### config.mk
export PLATFORM = sky130hd
export DESIGN_NAME = gold_fall_scheduler
export DESIGN_NICKNAME = d
export VERILOG_FILES = /design/src/rtl/gold_pkg.sv /design/src/rtl/gold_fall_scheduler_map_req_handshake.sv /design/src/rtl/gold_fall_scheduler.sv
export SDC_FILE = /design/constraint.sdc
export NUM_CORES = 1
export LEC_CHECK = 0
export CAP_MARGIN = 15
export CORE_AREA = 2 2 98 100
export CTS_CLUSTER_DIAMETER = 30
export CTS_CLUSTER_SIZE = 24
export DETAILED_ROUTE_END_ITERATION = 10
export DIE_AREA = 0 0 100 102
export PLACE_DENSITY_LB_ADDON = 0.15
export SLEW_MARGIN = 20
export SYNTH_ARGS = -nofsm -noshare
export SYNTH_HDL_FRONTEND = slang
export SYNTH_SLANG_ARGS = --single-unit
### constraint.sdc
create_clock -name clk -period 3 [get_ports clk]
set_input_delay 0.3 -clock clk [delete_from_list [all_inputs] [get_ports clk]]
set_output_delay 0.3 -clock clk [all_outputs]
set_load 0.05 [all_outputs]
### src/rtl/gold_pkg.sv
// Shared types and constants for the gold-bag fall scheduler.
// The bag lifecycle codes and the 32-pixel cell geometry used by the scan logic are defined here.
package gold_pkg;

    typedef enum logic [1:0] {
        ST_IDLE  = 2'd0,
        ST_CHECK = 2'd1,
        ST_WAIT  = 2'd2,
        ST_DONE  = 2'd3
    } scan_state_t;

    localparam logic [3:0] GS_RESTING = 4'd0;
    localparam logic [3:0] GS_FALLING = 4'd1;
    localparam logic [3:0] GS_CRASHED = 4'd2;
    localparam logic [3:0] GS_EATEN   = 4'd3;

    localparam int CELL_SHIFT = 5;
    localparam int CELL_W     = 5;

    // Multiply an event count by the per-bag award, clamped at 16 bits.
    function automatic logic [15:0] sat_score(input logic [4:0] events, input int unsigned points);
        logic [63:0] prod;
        prod = 64'(events) * 64'(points);
        return (prod > 64'h0000_0000_0000_FFFF) ? 16'hFFFF : prod[15:0];
    endfunction

endpackage

### src/rtl/gold_fall_scheduler_map_req_handshake.sv
// Single outstanding map lookup: holds request and address until ack or timeout.
// Reports the ack or timeout combinationally so the scan FSM resolves the bag that same cycle.
module map_req_handshake
    import gold_pkg::*;
#(
    parameter int ACK_TIMEOUT = 15
) (
    input  logic              clk,
    input  logic              resetN,
    input  logic              start_i,
    input  logic [CELL_W-1:0] col_i,
    input  logic [CELL_W-1:0] row_i,
    output logic              map_req_o,
    output logic [CELL_W-1:0] map_col_o,
    output logic [CELL_W-1:0] map_row_o,
    input  logic              map_ack_i,
    input  logic              map_empty_i,
    output logic              rsp_valid_o,
    output logic              timeout_o,
    output logic              rsp_empty_o
);

    localparam int CNT_W = (ACK_TIMEOUT > 1) ? $clog2(ACK_TIMEOUT + 1) : 1;
    localparam logic [CNT_W-1:0] CNT_LAST = CNT_W'(ACK_TIMEOUT - 1);

    logic              req_q, req_d;
    logic [CELL_W-1:0] col_q, col_d;
    logic [CELL_W-1:0] row_q, row_d;
    logic [CNT_W-1:0]  cnt_q, cnt_d;

    // cnt_q counts completed wait cycles; the request is abandoned in its ACK_TIMEOUT-th cycle.
    assign rsp_valid_o = req_q & map_ack_i;
    assign timeout_o   = req_q & ~map_ack_i & (cnt_q == CNT_LAST);
    assign rsp_empty_o = map_empty_i;

    always_comb begin
        req_d = req_q;
        col_d = col_q;
        row_d = row_q;
        cnt_d = cnt_q;
        if (start_i) begin
            req_d = 1'b1;
            col_d = col_i;
            row_d = row_i;
            cnt_d = '0;
        end else if (rsp_valid_o || timeout_o) begin
            req_d = 1'b0;
        end else if (req_q) begin
            cnt_d = cnt_q + 1'b1;
        end
    end

    always_ff @(posedge clk or negedge resetN) begin
        if (!resetN) begin
            req_q <= 1'b0;
            col_q <= '0;
            row_q <= '0;
            cnt_q <= '0;
        end else begin
            req_q <= req_d;
            col_q <= col_d;
            row_q <= row_d;
            cnt_q <= cnt_d;
        end
    end

    assign map_req_o = req_q;
    assign map_col_o = col_q;
    assign map_row_o = row_q;

endmodule

### src/rtl/gold_fall_scheduler.sv
// Per-frame walk over all gold bags, asking the shared map port whether the cell below is dug out.
// Optional eaten-bag scoring is compiled in when GOLD_SCORE_EN is defined.
module gold_fall_scheduler
    import gold_pkg::*;
#(
    parameter int NUM_BAGS    = 8,
    parameter int MAP_ROWS    = 15,
    parameter int ACK_TIMEOUT = 15,
    parameter int GOLD_POINTS = 500
) (
    input  logic                 clk,
    input  logic                 resetN,
    input  logic                 startOfFrame,
    input  logic signed [10:0]   bag_topLeftX   [NUM_BAGS],
    input  logic signed [10:0]   bag_topLeftY   [NUM_BAGS],
    input  logic [3:0]           bag_gold_state [NUM_BAGS],
    output logic                 map_req,
    output logic [4:0]           map_col,
    output logic [4:0]           map_row,
    input  logic                 map_ack,
    input  logic                 map_empty,
    output logic [NUM_BAGS-1:0]  can_fall,
    output logic                 scan_done,
    output logic                 overrun,
    output logic [15:0]          score_add
);

    localparam int IDX_W = (NUM_BAGS > 1) ? $clog2(NUM_BAGS) : 1;
    localparam logic [IDX_W-1:0] LAST_IDX = IDX_W'(NUM_BAGS - 1);

    scan_state_t         state_q, state_d;
    logic [IDX_W-1:0]    idx_q, idx_d;
    logic [NUM_BAGS-1:0] can_fall_q, can_fall_d;
    logic                scan_done_q, scan_done_d;
    logic                overrun_q, overrun_d;

    logic signed [10:0]  cur_x, cur_y;
    logic [3:0]          cur_gs;
    logic [CELL_W-1:0]   cur_col, cur_row;
    logic                skip_bag, last_bag, issue;
    logic                hs_valid, hs_timeout, hs_empty;
    logic                unused_pix;

    assign cur_x    = bag_topLeftX[idx_q];
    assign cur_y    = bag_topLeftY[idx_q];
    assign cur_gs   = bag_gold_state[idx_q];
    assign cur_col  = cur_x[CELL_SHIFT +: CELL_W];
    assign cur_row  = cur_y[CELL_SHIFT +: CELL_W];
    assign last_bag = (idx_q == LAST_IDX);
    assign unused_pix = ^{cur_x[CELL_SHIFT-1:0], cur_y[CELL_SHIFT-1:0]};

    // Crashed/eaten bags, off-screen bags and bags on the bottom row never query the map.
    assign skip_bag = (cur_gs == GS_CRASHED) || (cur_gs == GS_EATEN) ||
                      cur_x[10] || cur_y[10] ||
                      ({27'd0, cur_row} >= 32'(MAP_ROWS - 1));

    always_comb begin
        state_d    = state_q;
        idx_d      = idx_q;
        can_fall_d = can_fall_q;
        issue      = 1'b0;
        case (state_q)
            ST_IDLE: begin
                if (startOfFrame) begin
                    idx_d   = '0;
                    state_d = ST_CHECK;
                end
            end
            ST_CHECK: begin
                if (skip_bag) begin
                    can_fall_d[idx_q] = 1'b0;
                    idx_d             = idx_q + 1'b1;
                    state_d           = last_bag ? ST_DONE : ST_CHECK;
                end else begin
                    issue   = 1'b1;
                    state_d = ST_WAIT;
                end
            end
            ST_WAIT: begin
                if (hs_valid || hs_timeout) begin
                    can_fall_d[idx_q] = hs_valid & hs_empty;
                    idx_d             = idx_q + 1'b1;
                    state_d           = last_bag ? ST_DONE : ST_CHECK;
                end
            end
            ST_DONE: begin
                state_d = ST_IDLE;
            end
            default: begin
                state_d = ST_IDLE;
            end
        endcase
        // scan_done is registered on entry so it is high during the single DONE cycle.
        scan_done_d = (state_q != ST_DONE) && (state_d == ST_DONE);
        overrun_d   = startOfFrame && (state_q != ST_IDLE);
    end

    always_ff @(posedge clk or negedge resetN) begin
        if (!resetN) begin
            state_q     <= ST_IDLE;
            idx_q       <= '0;
            can_fall_q  <= '0;
            scan_done_q <= 1'b0;
            overrun_q   <= 1'b0;
        end else begin
            state_q     <= state_d;
            idx_q       <= idx_d;
            can_fall_q  <= can_fall_d;
            scan_done_q <= scan_done_d;
            overrun_q   <= overrun_d;
        end
    end

    assign can_fall  = can_fall_q;
    assign scan_done = scan_done_q;
    assign overrun   = overrun_q;

    map_req_handshake #(
        .ACK_TIMEOUT (ACK_TIMEOUT)
    ) u_handshake (
        .clk         (clk),
        .resetN      (resetN),
        .start_i     (issue),
        .col_i       (cur_col),
        .row_i       (cur_row + 1'b1),
        .map_req_o   (map_req),
        .map_col_o   (map_col),
        .map_row_o   (map_row),
        .map_ack_i   (map_ack),
        .map_empty_i (map_empty),
        .rsp_valid_o (hs_valid),
        .timeout_o   (hs_timeout),
        .rsp_empty_o (hs_empty)
    );

`ifdef GOLD_SCORE_EN
    logic [3:0]          prev_state_q [NUM_BAGS];
    logic [NUM_BAGS-1:0] eaten_evt;
    logic [4:0]          evt_cnt;
    logic [15:0]         score_q, score_d;

    always_ff @(posedge clk or negedge resetN) begin
        if (!resetN) begin
            for (int i = 0; i < NUM_BAGS; i++) prev_state_q[i] <= GS_RESTING;
        end else begin
            for (int i = 0; i < NUM_BAGS; i++) prev_state_q[i] <= bag_gold_state[i];
        end
    end

    for (genvar gi = 0; gi < NUM_BAGS; gi++) begin : g_evt
        assign eaten_evt[gi] = (prev_state_q[gi] == GS_CRASHED) && (bag_gold_state[gi] == GS_EATEN);
    end

    always_comb begin
        evt_cnt = '0;
        for (int i = 0; i < NUM_BAGS; i++) evt_cnt = evt_cnt + 5'(eaten_evt[i]);
        score_d = sat_score(evt_cnt, GOLD_POINTS);
    end

    always_ff @(posedge clk or negedge resetN) begin
        if (!resetN) score_q <= '0;
        else         score_q <= score_d;
    end

    assign score_add = score_q;
`else
    assign score_add = '0;
`endif

endmodule

# Yosys cells after proc, flatten, opt, wreduce, memory -nomap -nowiden
# Index checks and enable logic that the tools add are counted.
# totals
ff_bits	30
out_inout_bits	37
# op_classes
n_addsub	3
order_cmp	4
n_eq_ne	13
mux	31
bitwise_logic	8
reduce_logical	17
# ops
cell	count
$bmux 11 s3	2
$mux 11	4
$mux 4	5
$mux 8	2
$pmux 8 s2	1
$bmux 4 s3	1
$ne 2x2->1 const B	5
$mux 3	3
$pmux 3 s3	1
$and 8x8->8	1
$bwmux 8	1
$eq 4x2->1 const B	2
$mux 2	4
$not 8->8	1
$pmux 2 s4	1
$reduce_bool 2->1	4
$eq 2x2->1 const B	3
$add 5x1->5 const B	1
$ge 5x4->1 const B	1
$logic_or 1x1->1	5
$mux 1	5
$add 4x1->4 const B	1
$and 1x1->1	4
$eq 4x4->1 const B	1
other kinds (15)	17

# Longest topological paths before layout
# Gate-level depths: netlist of the first run.
# depth
word_depth	13
depth_mapped	12
depth_no_buf	9

# Cells and area by module
# Synthesis of the first run repeated with hierarchy kept, for this count alone.
# hier_totals
cells_unflattened	297
hier_area_um2	2802.7
# modules_own_cells
mod	instances	cells_per_inst	area_each_um2	seq_area_each_um2
gold_fall_scheduler	1	244	2112.0	375.4
map_req_handshake	1	53	690.7	375.4

# Worst setup path before layout of the first run
# Ideal clock, no wire load.
# synth_timing
path_type	flip-flop to flip-flop
from	register idx_q[0]
to	register idx_q[0]
arrival_time_ns	2.553
setup_slack_ns	0.322
path_stages_with_launch	11
n_path_buf	3
synth_period_minus_slack_ns	2.678
cell_sequence	dfrtp_1 > buf_6 > buf_4 > buf_4 > mux4_2 > mux2i_1 > ha_1 > o21ai_2 > nand4_4 > o2111a_4 > mux2_4
# synth_via
elab_chain_len	11
word_cells_on_any_way	23
cone_classes	add/sub: 1; order compare: 1; eq/ne: 3; mux: 12; bitwise: 1; reduce/logical: 5
# synth_rtl
item	line_no	source
start: declaration	gold_fall_scheduler.sv:32	logic [IDX_W-1:0] idx_q, idx_d;
start signal: assignment	gold_fall_scheduler.sv:107	idx_q <= idx_d;
parallel branches: the longest is 11 deep, another holds $ge 5x4->1	--	
# Several ways; the timed one is not identified. The select of a mux whose other input is x is not followed.
# A chain may end at the register's enable or synchronous reset.

# Worst setup path after layout of the first run
# layout_timing
from	register idx_q[0]
to	register can_fall_q[5] (netlist: can_fall[5])
# layout_via
elab_chain_len	11
word_cells_on_any_way	30
cone_classes	order compare: 3; eq/ne: 3; mux: 15; bitwise: 3; reduce/logical: 6
# layout_rtl
item	line_no	source
parallel branches: the longest is 11 deep, another holds $ge 5x4->1	--	
end signal: assignment	gold_fall_scheduler.sv:108	can_fall_q <= can_fall_d;
end: declaration	gold_fall_scheduler.sv:33	logic [NUM_BAGS-1:0] can_fall_q, can_fall_d;
# Several ways; the timed one is not identified. The select of a mux whose other input is x is not followed.

==> flow_metrics.py, run 1 <==
metrics = {
    "status": {
        "status": "finished, final reports clean",
    },
    "critical_path": {
        "rr_worst_depth": 8,
        "cp_max_fo": 14,
        "end_kind": "flip-flop",
        "start_kind": "flip-flop",
        "regToRegSetupSlack_ns": 0.23,
        "critPathArrivalTime_ns": 2.93,
        "crit_type": "flip-flop to flip-flop",
        "regToRegEndpoint": "can_fall[5]",
        "worstPathRequired_ns": 3.16,
        "r2r_start": "idx_q[0]",
    },
    "die": {
        "io_pins": 250,
        "coreArea_mm2": 0.009109,
        "initial_core_util_pct": 28.52,
        "die_h_um": 102,
        "dieArea_mm2": 0.01020,
        "die_x_um": 100,
        "rows": 35,
    },
    "synth": {
        "synth_commonest_cells": "dfrtp_1 (30), nand2_1 (25), buf_4 (18), nor2_1 (13), o21ai_0 (13)",
        "synth_area_leaders": "dfrtp_1 (29%), mux4_2 (8.7%), mux4_1 (7.1%), buf_4 (5.2%), ha_1 (4.8%)",
        "synth.most_common_cell": "dfrtp_1",
        "synthArstFlopShare_pct": 100.0,
        "yosys.area.top_type_share_pct": 28.90,
        "synth-main-ff-cell": "dfrtp_1",
        "synth_cell_types": 51,
        "synthCells": 254,
        "yosysWarningCount": 0,
        "synth_edf_count": 0,
        "syn_area_mm2": 0.002597,
        "ys_seq_area_share_pct": 28.90,
        "synth_largest_area_cell": "dfrtp_1",
        "ys_ff_latch": 30,
        "avgSynthCellArea_um2": 10.23,
    },
    "hold_path": {
        "hp-class": "primary input to asynchronous set/reset pin",
    },
    "grt": {
        "track_usage_pct": 16.87,
        "gr-usage-met2_pct": 26.04,
        "use_met3_pct": 4.856,
        "busiest_layer": "met2",
        "grt_max_degree": 31,
        "gr-usage-met1_pct": 24.28,
        "antenna_found_initial": 1,
        "grt_pass1_wl_um": 13370,
        "grt_pass1_vias": 2523,
        "grt_overflow": 0,
    },
    "cts": {
        "htree_levels": 2,
        "postCtsSetupRepairBufs": 0,
        "cts_tree": "yes",
        "clkSinkCount": 30,
        "ctsHoldBuffers": 0,
        "cts_made_buffers": 5,
        "cts-root-buf": "clkbuf_8",
        "postCtsResizedCells": 0,
        "clk_pin_slew_ns": 0.07,
        "clockBufferDepth": 2,
        "clock_latency_ns": 0.28,
    },
    "timing": {
        "fin_skew_ns": 0.01006,
        "report.final.slew_viol_count": 0,
        "rsz0062_at_grt": "no",
        "period_share_pct": 92.36,
        "tns_ns": 0,
        "finalSetupViolations": 0,
        "period_needed_ns": 2.771,
        "tightest_slew_ns": 0.6571,
        "relSlewSlack_pct": 54.94,
        "hold_viol_final": 0,
        "fmax_mhz": 360.9,
    },
    "cells_and_area": {
        "syn2layout_area_growth_pct": 63.68,
        "utilization_pct": 46.68,
        "fin_cells": 516,
        "num_antenna_cells": 0,
        "design_area_mm2": 0.004252,
        "nets": 627,
        "drive_gt1_share_pct": 13.33,
    },
    "pwr": {
        "power_density_mw_per_mm2": 779.1,
        "ir_drop_v": 0.0002733,
        "leakage_nw": 1.803,
    },
    "drt": {
        "ant_nets": 0,
        "first_pass_iters": 4,
        "routedWlPerCell_um": 16.84,
        "drt_iter0_markers": 68,
        "dr_total_vias": 2502,
        "wl_um": 8690,
        "drc_errors": 0,
        "vias_per_cell": 4.849,
    },
    "place": {
        "dpl_cell_area_mm2": 0.004160,
        "dp_cells": 508,
        "numPortBuffers": 145,
        "hpwl_um": 7380,
        "place.gp.congestion": 0.8172,
    },
    "run": {
        "drv_cap": 0,
    },
}
-- cell families (layout without fill, tap and decap cells) --
kind of cell | after synthesis | in the layout | synth area share, %
AOI/OAI and AO/OA | 44 | 44 | 11.90
xor gates and xnor gates | 5 | 5 | 1.686
adders and majority gates | 10 | 10 | 4.817
buffers and inverters | 41 | 177 | 9.393
DFF | 30 | 30 | 28.90
muxes | 41 | 41 | 25.87
other | 1 | 16 | 0.1444
and+or+nand+nor | 82 | 82 | 17.29
-- how the worst max path moves through the flow --
stage	start	to	slack [ns]	cells past startpoint
final	idx_q[0]	can_fall[5]	0.23	8
after global routing	idx_q[0]	can_fall[5]	0.02	8
after CTS	idx_q[0]	can_fall[5]	0.18	8
after detailed placement	bag_topLeftY[86]	idx_q[0]	0.17	8
after global placement	bag_topLeftY[86]	idx_q[0]	0.19	8
after floorplan	idx_q[0]	idx_q[0]	0.32	10
-- area by class of cell --
cell class,instances,area (µm²)
inverter,9,33.78
clock inverter,1,5.005
timing repair buffer,160,1577
multi-input combinational,198,1659
clock buffer,7,86.33
fill,891,4857
tap,111,138.9
sequential,30,752.0
-- state kept, by name (all words and copies together), names as in the netlist, 2 cells and up --
| signal | count |
|---|---|
| u_handshake.cnt_q | 4 |
| can_fall | 8 |
| state_q | 2 |
| u_handshake.map_col_o | 5 |
| u_handshake.map_row_o | 5 |
| idx_q | 3 |
-- cells in the final DEF (no fill, tap or decap), types with 3 or more instances in the layout --
cell type          n
or3_1              3
mux2_2            10
ha_1              10
and3_1             4
inv_1              9
mux4_2            10
o21ai_1            3
xor2_1             3
nand3_1            7
a21oi_1            6
nand4_1            5
nor2b_1            4
mux4_1             7
dfrtp_1           29
nor2_1            13
clkbuf_8           6
a221oi_1           6
nand2b_1           3
mux2i_1           12
and2_1             4
o21ai_0           13
conb_1            16
nand2_1           25
clkdlybuf4s50_1  145
or2_2              3
buf_4             14
-- worst max-delay path, cell delays in order (launching register included) --
cell,delay (ns)
dfrtp_2,0.62
buf_4,0.21
mux4_1,0.54
mux2i_1,0.24
nor2_1,0.11
o21ai_2,0.11
nand4_4,0.24
nand4_1,0.22
mux2_2,0.34
-- stage by stage --
stage                     setup slack, ns  hold slack [ns]  total power, mW
after floorplan                    0.3220         0.004409            2.281
after global placement             0.1889           0.4630            2.978
after detailed placement           0.1744           0.4725            3.004
after CTS                          0.1842           0.3853            3.355
after global routing              0.02333           0.4224            3.570
final                              0.2291           0.3756            3.312
-- where the power goes --
group / leakage, nW / switching (mW) / internal (mW)
registers: 0.390 / 0.158 / 0.541
logic: 1.37 / 1.22 / 1.06
clock network: 0.0482 / 0.153 / 0.185
total: 1.80 / 1.53 / 1.79
-- routing by layer --
layer	vias up	wire length, µm
li1	1215	-
met4	2	27
met5	-	11
met3	6	718
met1	1156	4146
met2	123	3787
No activity file was read; power rests on OpenSTA's default activity.
==> inputs of run 2 (changes only) <==
--- a/config.mk
+++ b/config.mk
@@ -12,6 +12,8 @@
 export DETAILED_ROUTE_END_ITERATION = 10
 export DIE_AREA = 0 0 100 102
 export PLACE_DENSITY_LB_ADDON = 0.15
+export RECOVER_POWER = 100
+export SKIP_CTS_REPAIR_TIMING = 1
 export SLEW_MARGIN = 20
 export SYNTH_ARGS = -nofsm -noshare
 export SYNTH_HDL_FRONTEND = slang
==> run 2 against run 1 <==
Net effect: utilization fell by 0.082 points; global-route usage is the same; die area did not move; largest power group unchanged.
==> flow_metrics.py, run 2 (synthesis gave the netlist of run 1 again) <==
metrics = {
    "timing": {
        "rsz0062_at_grt": "no",
        "fin_skew_ns": 0.009590,
        "period_share_pct": 92.40,
        "period_needed_ns": 2.772,
        "report.final.slew_viol_count": 0,
        "finalSetupViolations": 0,
        "fin_ws_ns": 0.2281,
        "tns_ns": 0,
        "tightest_slew_ns": 1.109,
        "fmax_mhz": 360.8,
        "hold_viol_final": 0,
        "relSlewSlack_pct": 26.04,
    },
    "critical_path": {
        "r2r_start": "idx_q[0]",
        "regToRegEndpoint": "can_fall[5]",
        "end_kind": "flip-flop",
        "rr_worst_depth": 8,
        "critPathArrivalTime_ns": 2.93,
        "regToRegSetupSlack_ns": 0.23,
        "start_kind": "flip-flop",
        "crit_type": "flip-flop to flip-flop",
        "worstPathRequired_ns": 3.16,
        "cp_max_fo": 14,
    },
    "place": {
        "hpwl_um": 7380,
        "dpl_cell_area_mm2": 0.004160,
        "place.gp.congestion": 0.8172,
        "numPortBuffers": 145,
        "preCtsSetupSlack_ns": 0.1744,
    },
    "pwr": {
        "leakage_nw": 1.846,
        "pwr-share-seq_pct": 21.2,
        "comb_power_share_pct": 68.5,
        "clockPowerShare_pct": 10.3,
        "power_switching_mw": 1.523,
        "power_density_mw_per_mm2": 771.4,
        "p_int_mw": 1.751,
        "switching_share_pct": 46.52,
        "ir_drop_v": 0.0002717,
    },
    "drt": {
        "routedWlPerCell_um": 16.86,
        "met2_length_um": 3792,
        "drc_errors": 0,
        "first_pass_iters": 4,
        "dr_total_vias": 2501,
        "wl_um": 8699,
        "ant_nets": 0,
        "wl_met3_um": 726,
        "drt_iter0_markers": 66,
        "vias_per_cell": 4.847,
        "met1Wirelength_um": 4141,
        "routed.top_layer": "met5",
    },
    "cts": {
        "clock_latency_ns": 0.28,
        "htree_levels": 2,
        "cts_tree": "yes",
        "clk_pin_slew_ns": 0.07,
        "cts_made_buffers": 5,
        "clkSinkCount": 30,
        "cts-root-buf": "clkbuf_8",
        "clockBufferDepth": 2,
    },
    "status": {
        "status": "finished, final reports clean",
    },
    "grt": {
        "antenna_found_initial": 1,
        "track_usage_pct": 16.87,
        "grt_pass1_vias": 2523,
        "grt_max_degree": 31,
        "grt_pass1_wl_um": 13370,
        "grt_overflow": 0,
    },
    "die": {
        "io_pins": 250,
        "rows": 35,
        "initial_core_util_pct": 28.52,
        "dieArea_mm2": 0.01020,
        "die_h_um": 102,
        "die_x_um": 100,
        "coreArea_mm2": 0.009109,
    },
    "cells_and_area": {
        "mostFrequentLayoutCells": "clkdlybuf4s50_1 (123), dfrtp_1 (29), nand2_1 (25)",
        "design_area_mm2": 0.004244,
        "final_common_cell": "clkdlybuf4s50_1",
        "nets": 627,
        "fillerInstances": 893,
        "largest_register_ffs": 8,
        "num_antenna_cells": 0,
        "syn2layout_area_growth_pct": 63.39,
        "drive_gt1_share_pct": 12.84,
    },
    "run": {
        "drv_cap": 0,
    },
    "hold_path": {
        "hp-class": "primary input to asynchronous set/reset pin",
    },
}
==> run 2: changes by cell type in the layout (fill, tap and decap cells not counted) <==
cell / previous run / this run
clkbuf_1: 1 / 3
dlygate4sd3_1: 0 / 22
and2_1: 4 / 3
buf_4: 14 / 12
o21ai_0: 13 / 15
clkdlybuf4s50_1: 145 / 123
and2_0: 0 / 1
o21ai_1: 3 / 1
==> run 2: power by group through the flow <==
stage	Sequential (mW)	Clock [mW]	Combinational, mW
floorplan	0.897	0	1.38
global placement	0.704	0	2.27
detailed placement	0.707	0	2.30
CTS	0.701	0.350	2.30
global route	0.718	0.360	2.45
finish	0.694	0.338	2.24
==> run 2: how the worst max path moves through the flow <==
stage / start / end / depth (start not counted)
CTS: idx_q[0] / can_fall[5] / 8
floorplan: idx_q[0] / idx_q[0] / 10
finish: idx_q[0] / can_fall[5] / 8
global placement: bag_topLeftY[86] / idx_q[0] / 8
global route: idx_q[0] / u_handshake.map_col_o[1] / 8
detailed placement: bag_topLeftY[86] / idx_q[0] / 8
==> run 2: worst max-delay path: stages, from the launching register on <==
cell and delay [ns]:
dfrtp_2 0.62, buf_4 0.21, mux4_1 0.54, mux2i_1 0.24, nor2_1 0.11, o21ai_2 0.11
nand4_4 0.25, nand4_1 0.22, mux2_2 0.34
==> run 2: stage by stage <==
step	hold WS, ns	total power [mW]	instances	util (%)
6_report	0.4447	3.274	516	46.59
5_1_grt	0.4913	3.530	516	46.59
4_1_cts	0.3853	3.355	516	46.68
3_5_place_dp	0.4725	3.004	508	45.67
3_3_place_gp	0.4630	2.978	508	45.67
2_1_floorplan	0.004409	2.281	269	-
==> run 2: layout make-up <==
class	instances	area (µm²)	share of cell area [%]
sequential	30	752.0	17.72
clock buffer	7	86.33	2.034
clock inverter	1	5.005	0.1179
multi-input combinational	198	1659	39.09
tap	111	138.9	3.272
inverter	9	33.78	0.7960
timing repair buffer	160	1569	36.97
==> run 2: layer usage <==
layer,track usage (%),vias to the layer above
met3,4.856,6
met4,2.107,2
met5,0,-
li1,-,1214
met1,24.28,1152
met2,26.04,127
